File: config.mk
export PLATFORM = sky130hd
export DESIGN_NAME = smart_home_controller
export DESIGN_NICKNAME = d
export VERILOG_FILES = /design/src/rtl/smart_home_controller.sv
export SDC_FILE = /design/constraint.sdc
export NUM_CORES = 1
export LEC_CHECK = 0
export BUFFER_PORTS_ARGS = -buffer_cell sky130_fd_sc_hd__buf_2
export CAP_MARGIN = 20
export CORE_AREA = 2 2 39 41
export DETAILED_ROUTE_END_ITERATION = 10
export DIE_AREA = 0 0 41 43
export PLACE_DENSITY_LB_ADDON = 0.2
export SLEW_MARGIN = 5
export SYNTH_ARGS = -nofsm -noshare
export SYNTH_HDL_FRONTEND = slang
export SYNTH_SLANG_ARGS = --single-unit
File: constraint.sdc
create_clock -name clk -period 2.2 [get_ports clk]
set_clock_uncertainty 0.05 [all_clocks]
set_input_delay 0.11 -clock clk [delete_from_list [all_inputs] [get_ports clk]]
set_output_delay 0.11 -clock clk [all_outputs]
set_load 0.02 [all_outputs]
File: src/rtl/smart_home_controller.sv
// Purpose : maps raw home sensor levels to registered actuator enables; climate uses a 3-state FSM.
// Latency : 1 cycle from sampled inputs to all outputs; every output is a flop.
// Backpr. : none; inputs are sampled every rising edge and outputs follow unconditionally.
//
// Ports:
//   clk, reset (async, active-high)
//   temperature[7:0]                 unsigned degrees C, drives the OFF/FAN/AC FSM
//   light/motion/gas/door/rain_sensor single-bit sensor levels
//   fan, ac                          climate actuators (mutually exclusive)
//   room_light, security_alarm, exhaust_fan, door_lock, window_closer  channel actuators
module smart_home_controller #(
    parameter logic [7:0] FAN_THRESH = 8'd25,
    parameter logic [7:0] AC_THRESH  = 8'd28
) (
    input  logic       clk,
    input  logic       reset,
    input  logic [7:0] temperature,
    input  logic       light_sensor,
    input  logic       motion_sensor,
    input  logic       gas_sensor,
    input  logic       door_sensor,
    input  logic       rain_sensor,
    output logic       fan,
    output logic       ac,
    output logic       room_light,
    output logic       security_alarm,
    output logic       exhaust_fan,
    output logic       door_lock,
    output logic       window_closer
);

    typedef enum logic [1:0] {
        ST_OFF = 2'b00,
        ST_FAN = 2'b01,
        ST_AC  = 2'b10
    } state_t;

    state_t r_state;
    state_t w_next_state;
    logic   w_fan_nxt;
    logic   w_ac_nxt;

    logic   r_fan;
    logic   r_ac;
    logic   r_room_light;
    logic   r_security_alarm;
    logic   r_exhaust_fan;
    logic   r_door_lock;
    logic   r_window_closer;

    // State register. fan/ac are registered alongside the state (decoded
    // from the next state) so they come straight from flops.
    always_ff @(posedge clk or posedge reset) begin
        if (reset) begin
            r_state <= ST_OFF;
            r_fan   <= 1'b0;
            r_ac    <= 1'b0;
        end else begin
            r_state <= w_next_state;
            r_fan   <= w_fan_nxt;
            r_ac    <= w_ac_nxt;
        end
    end

    // Next-state logic: no hysteresis, any state reaches any state in one
    // cycle. The illegal 2'b11 encoding is forced back to OFF.
    always_comb begin
        w_next_state = ST_OFF;
        case (r_state)
            ST_OFF, ST_FAN, ST_AC: begin
                if (temperature > AC_THRESH) begin
                    w_next_state = ST_AC;
                end else if (temperature > FAN_THRESH) begin
                    w_next_state = ST_FAN;
                end else begin
                    w_next_state = ST_OFF;
                end
            end
            default: w_next_state = ST_OFF;
        endcase
    end

    // Output decode of the state being entered; AC and FAN are exclusive states.
    always_comb begin
        w_fan_nxt = 1'b0;
        w_ac_nxt  = 1'b0;
        case (w_next_state)
            ST_FAN:  w_fan_nxt = 1'b1;
            ST_AC:   w_ac_nxt  = 1'b1;
            default: begin
                w_fan_nxt = 1'b0;
                w_ac_nxt  = 1'b0;
            end
        endcase
    end

    // Independent one-cycle channel mappings; no latching or stretching.
    always_ff @(posedge clk or posedge reset) begin
        if (reset) begin
            r_room_light     <= 1'b0;
            r_security_alarm <= 1'b0;
            r_exhaust_fan    <= 1'b0;
            r_door_lock      <= 1'b0;
            r_window_closer  <= 1'b0;
        end else begin
            r_room_light     <= ~light_sensor;
            r_security_alarm <= motion_sensor;
            r_exhaust_fan    <= gas_sensor;
            r_door_lock      <= door_sensor;
            r_window_closer  <= rain_sensor;
        end
    end

    assign fan            = r_fan;
    assign ac             = r_ac;
    assign room_light     = r_room_light;
    assign security_alarm = r_security_alarm;
    assign exhaust_fan    = r_exhaust_fan;
    assign door_lock      = r_door_lock;
    assign window_closer  = r_window_closer;

endmodule

# Yosys cells after proc, flatten, opt, wreduce, memory -nomap -nowiden
# Cells that the tools add are included.
# W data, S select, Z words.
[totals]
ff_bits = 9
wordCells = 22
output_inout_bits = 7
inputBits = 15
[classes]
eq_ne = 4
n_lt_le_gt_ge = 2
reduce_logical = 2
bitwise_logic = 1
muxes = 5
[op_table]
columns = ["operator", "n"]
rows = [
  ["$gt A8 B5 Y1 const B", 2],
  ["$eq A2 B1 Y1 const B", 2],
  ["$eq A2 B2 Y1 const B", 2],
  ["$mux W2", 2],
  ["$mux W1", 3],
  ["$reduce_or A3 Y1", 1],
  ["$logic_not A2 Y1", 1],
  ["$not A1 Y1", 1],
]

# Longest topological paths before layout
[logic_depth]
depth_word = 6
mapped_depth = 2
depth_no_buf = 2

# Worst setup path before layout
# OpenSTA, ideal clock, no wires.
[synth_path]
kind = "flip-flop to flip-flop"
from = "register r_state[1]"
to = "register r_fan, in the netlist fan"
setup_ps = 120
path_slack_ps = 1491
n_path_buf = 0
arrival_time_ps = 539
required_ps = 2030
stages_incl_launch_ff = 3
synth_period_minus_slack_ps = 709
cell_sequence = "dfrtp_1 nand2_1 and4_1"
[synth_via]
elab_chain_len = 5
elab_cells_between_ends = 7
cone_classes = "3 x eq/ne; 2 x mux; 2 x reduce/logical"
[synth_rtl]
columns = ["element", "line", "source"]
rows = [
  ["start: declaration", "38", "state_t r_state;"],
  ["start signal: assignment", "59", "r_state <= w_next_state;"],
  ["$eq A2 B1 Y1, or another cell as far along", "69", "case (r_state)"],
  ["$reduce_or A3 Y1 (*)", "69", ""],
  ["$mux W2 (*)", "69", ""],
  ["$eq A2 B1 Y1 (*)", "87", "case (w_next_state)"],
  ["$mux W1 (*)", "87", ""],
  ["via w_fan_nxt", "40", "logic w_fan_nxt;"],
  ["end signal: assignment", "60", "r_fan <= w_fan_nxt;"],
  ["end: declaration", "43", "logic r_fan;"],
]
# The timed path passes the listed nets; every way through them passes the cells marked *.

# Worst setup path after layout
[layout_path]
from = "register r_fan, in the netlist fan"
to = "output fan"
[layout_lines]
columns = ["element", "line", "source"]
rows = [
  ["end: declaration", "23", "output logic fan,"],
]
# No word-level cell between the ends.

==> results.yml <==
detailed_routing:
  detail_route.vias_per_cell: 4.08
  post_drt_wl_per_cell_um: 11.0
  detail_route_antenna_nets: 0
  detail_route.iter0.violations: 0
  remaining_drc_errors: 0
  wl_um: 727
  detail_route.first_pass.iterations: 1
  routed-via-count: 269
critical_path:
  timing.setup.critical_path_class: "reg -> out"
  critical_path_arrival_ns: 0.78
  critical_path.cell_chain: "buf_2"
  critical-path-top-delay-family: "flip-flops"
  critPathRequiredTime_ns: 2.04
  endpoint_kind: "primary output"
  crit_buf_inv: 1
  crit_path_top_delay_cell: "dfrtp_1"
  cpPeakStageDelay_ns: 0.37
  critPathMaxFanout: 1
  startpoint_type: "flop"
timing:
  timing.final.setup_violations: 0
  relSlewSlack_pct: 77.8
  max_freq_ghz: 1.06
  layout_min_cycle_time_ns: 0.941
  fin_crit_sh_pct: 42.8
  tightest_slew_ns: 0.333
  hold_viol_final: 0
  timing.final.max_slew_violations: 0
  final.hold.worst_slack_ns: 0.123
  final.setup.worst_slack_ns: 1.26
  setup-tns-final_ns: 0
  grt_setup_unrepaired: "false"
floorplan:
  fp-row-count: 14
  start_util_pct: 22.0
  io-pin-count: 22
  die_area_um2: 1760
  fp.dieH_um: 43
  die_width_um: 41
  core_area_um2: 1380
synthesis:
  synthDistinctLibCells: 8
  syn-cell-area_um2: 304
  yosys_warnings: 0
  synth_top_family_by_area: "compound AO/OA/AOI/OAI gates"
  muxShareOfSynthArea_pct: 0
  syn_avg_cell_area_um2: 16.0
  netlist.top_cell.by_area: "dfrtp_1"
  ranking_of_synthesized_cells_by_area: "dfrtp_1, and4_1, a21boi_0"
  post_synth_and_or_nand_nor_area_fraction_pct: 10.3
  syn_nets: 34
  synthCells: 19
  synth_xor_area_share_pct: 0
  postSynthRegisterBits: 9
  adder_and_majority_cell_fraction_of_the_synthesized_area_pct: 0
  yosysSeqAreaShare_pct: 74.1
  yosysTopAreaCellShare_pct: 74.1
  post_synthesis_compound_gate_area_fraction_pct: 13.2
pwr:
  total_switching_power_uw: 81.6
  sw_frac_of_total_pct: 23.6
  p_leak_nw: 0.266
  combinationalPowerShare_pct: 12.9
  vdd_drop_max_mv: 0.241
  clkPwrFrac_pct: 36.9
  power_density_nw_per_um2: 672
  seq_power_share_pct: 50.2
  cellInternalPower_uw: 265
grt:
  grt_overflow: 0
  number_of_antenna_violations_at_the_first_check_in_global_routing: 0
  grt_max_degree: 10
  grtUsageTotal_pct: 11.9
  vias_in_the_first_global_route: 319
  grt_first_pass_wirelength_mm: 1.28
status:
  status: "finished clean"
layout:
  layout-drive-gt1-share_pct: 52.0
  antenna-diode-count: 0
  layout-area-overhead-vs-synth_pct: 69.5
  finish.net_count: 66
min_path:
  hold_path_class: "in -> reg"
clock_tree:
  cts_tree: "yes"
  clock_tree.root_cell: "clkbuf_4"
  tritoncts_num_sinks: 9
  htreeDepth: 1
  clk-insertion-delay-late_ns: 0.26
  number_of_buffers_created_by_cts: 3
  cts_buffer_depth: 2
  cts.clk_slew.worst_paths_ns: 0.06
  postCtsSetupBuffers: 0
place:
  finalWeightedCongestion: 0.561
  port_buf_inserts: 21
  detailedPlace.worstSlack_ns: 1.38
job:
  drv.max_cap_violation_count: 0
==> worst paths after layout <==
check / start / end / slack, ns / cells after the start
min: temperature[5] / fan / 0.12 / 3
min reg2reg: r_state[0] / r_state[1] / 0.53 / 2
max: fan / fan / 1.26 / 1
max in group asynchronous: reset / room_light / 1.56 / 3
min in group asynchronous: reset / security_alarm / 0.30 / 3
max reg2reg: r_state[1] / ac / 1.38 / 2
==> what timing repair did <==
action,in CTS,in global routing
setup endpoints to repair,0,0
gates resized for setup,0,0
endpoints found under the hold margin,14,0
hold buffers,6,0
==> metrics by stage <==
stage               utilization [%]  total power, mW  instance area, µm²  instances
finish                         37.3            0.346                 515         66
global route                   37.3            0.365                 515         66
CTS                            37.3            0.351                 515         66
detailed placement             31.0            0.214                 429         56
global placement               31.0            0.212                 429         56
floorplan                         -            0.192                 304         19
==> routing by layer <==
metal  track usage [%]  vias to the layer above  routed length (µm)
met3              4.71                        0                  56
met1              9.93                      121                 263
met5                 0                        -                   0
li1                  -                      130                   -
met4              12.0                        0                   0
met2              18.8                       18                 407
==> state kept, by name, indices dropped and copies added, names as in the netlist <==
register and cells:
room_light 1, fan 1, ac 1, door_lock 1, security_alarm 1, exhaust_fan 1, r_state 2, window_closer 1
==> cells in the mapped netlist <==
cell and count:
inv_1 2, nand2_1 1, a21boi_0 2, dfrtp_1 9, and4_1 2, o2111ai_2 1, nor3_2 1, o211a_1 1
==> area by class of cell <==
type,count,area [µm²]
repair buffers,27,165
multi-input cells,8,71.3
well taps,16,20.0
inverters,2,7.51
fillers,148,868
clock buffers,4,26.3
flip-flops and latches,9,225
==> logic make-up (layout without fill, tap and decap cells) <==
group                  Yosys count  in the layout
DFF                              9              9
AOI/OAI and AO/OA                4              4
and+or+nand+nor                  4              4
buffers and inverters            2             33
==> placed cells by master, fill, tap and decap left out <==
master,synthesis,layout
buf_2,0,21
dfrtp_1,9,9
dlygate4sd3_1,0,6
clkbuf_4,0,3
and4_1,2,2
a21boi_0,2,2
inv_1,2,2
o2111ai_2,1,1
nor3_2,1,1
nand2_1,1,1
o211a_1,1,1
clkbuf_1,0,1
==> power groups by stage <==
stage	Combinational [mW]	Clock [mW]	Sequential (mW)
finish	0.0446	0.128	0.174
global route	0.0501	0.140	0.175
CTS	0.0455	0.131	0.174
detailed placement	0.0371	0	0.177
global placement	0.0356	0	0.177
floorplan	0.00697	0	0.185
Power figures use the tool's default switching activity.
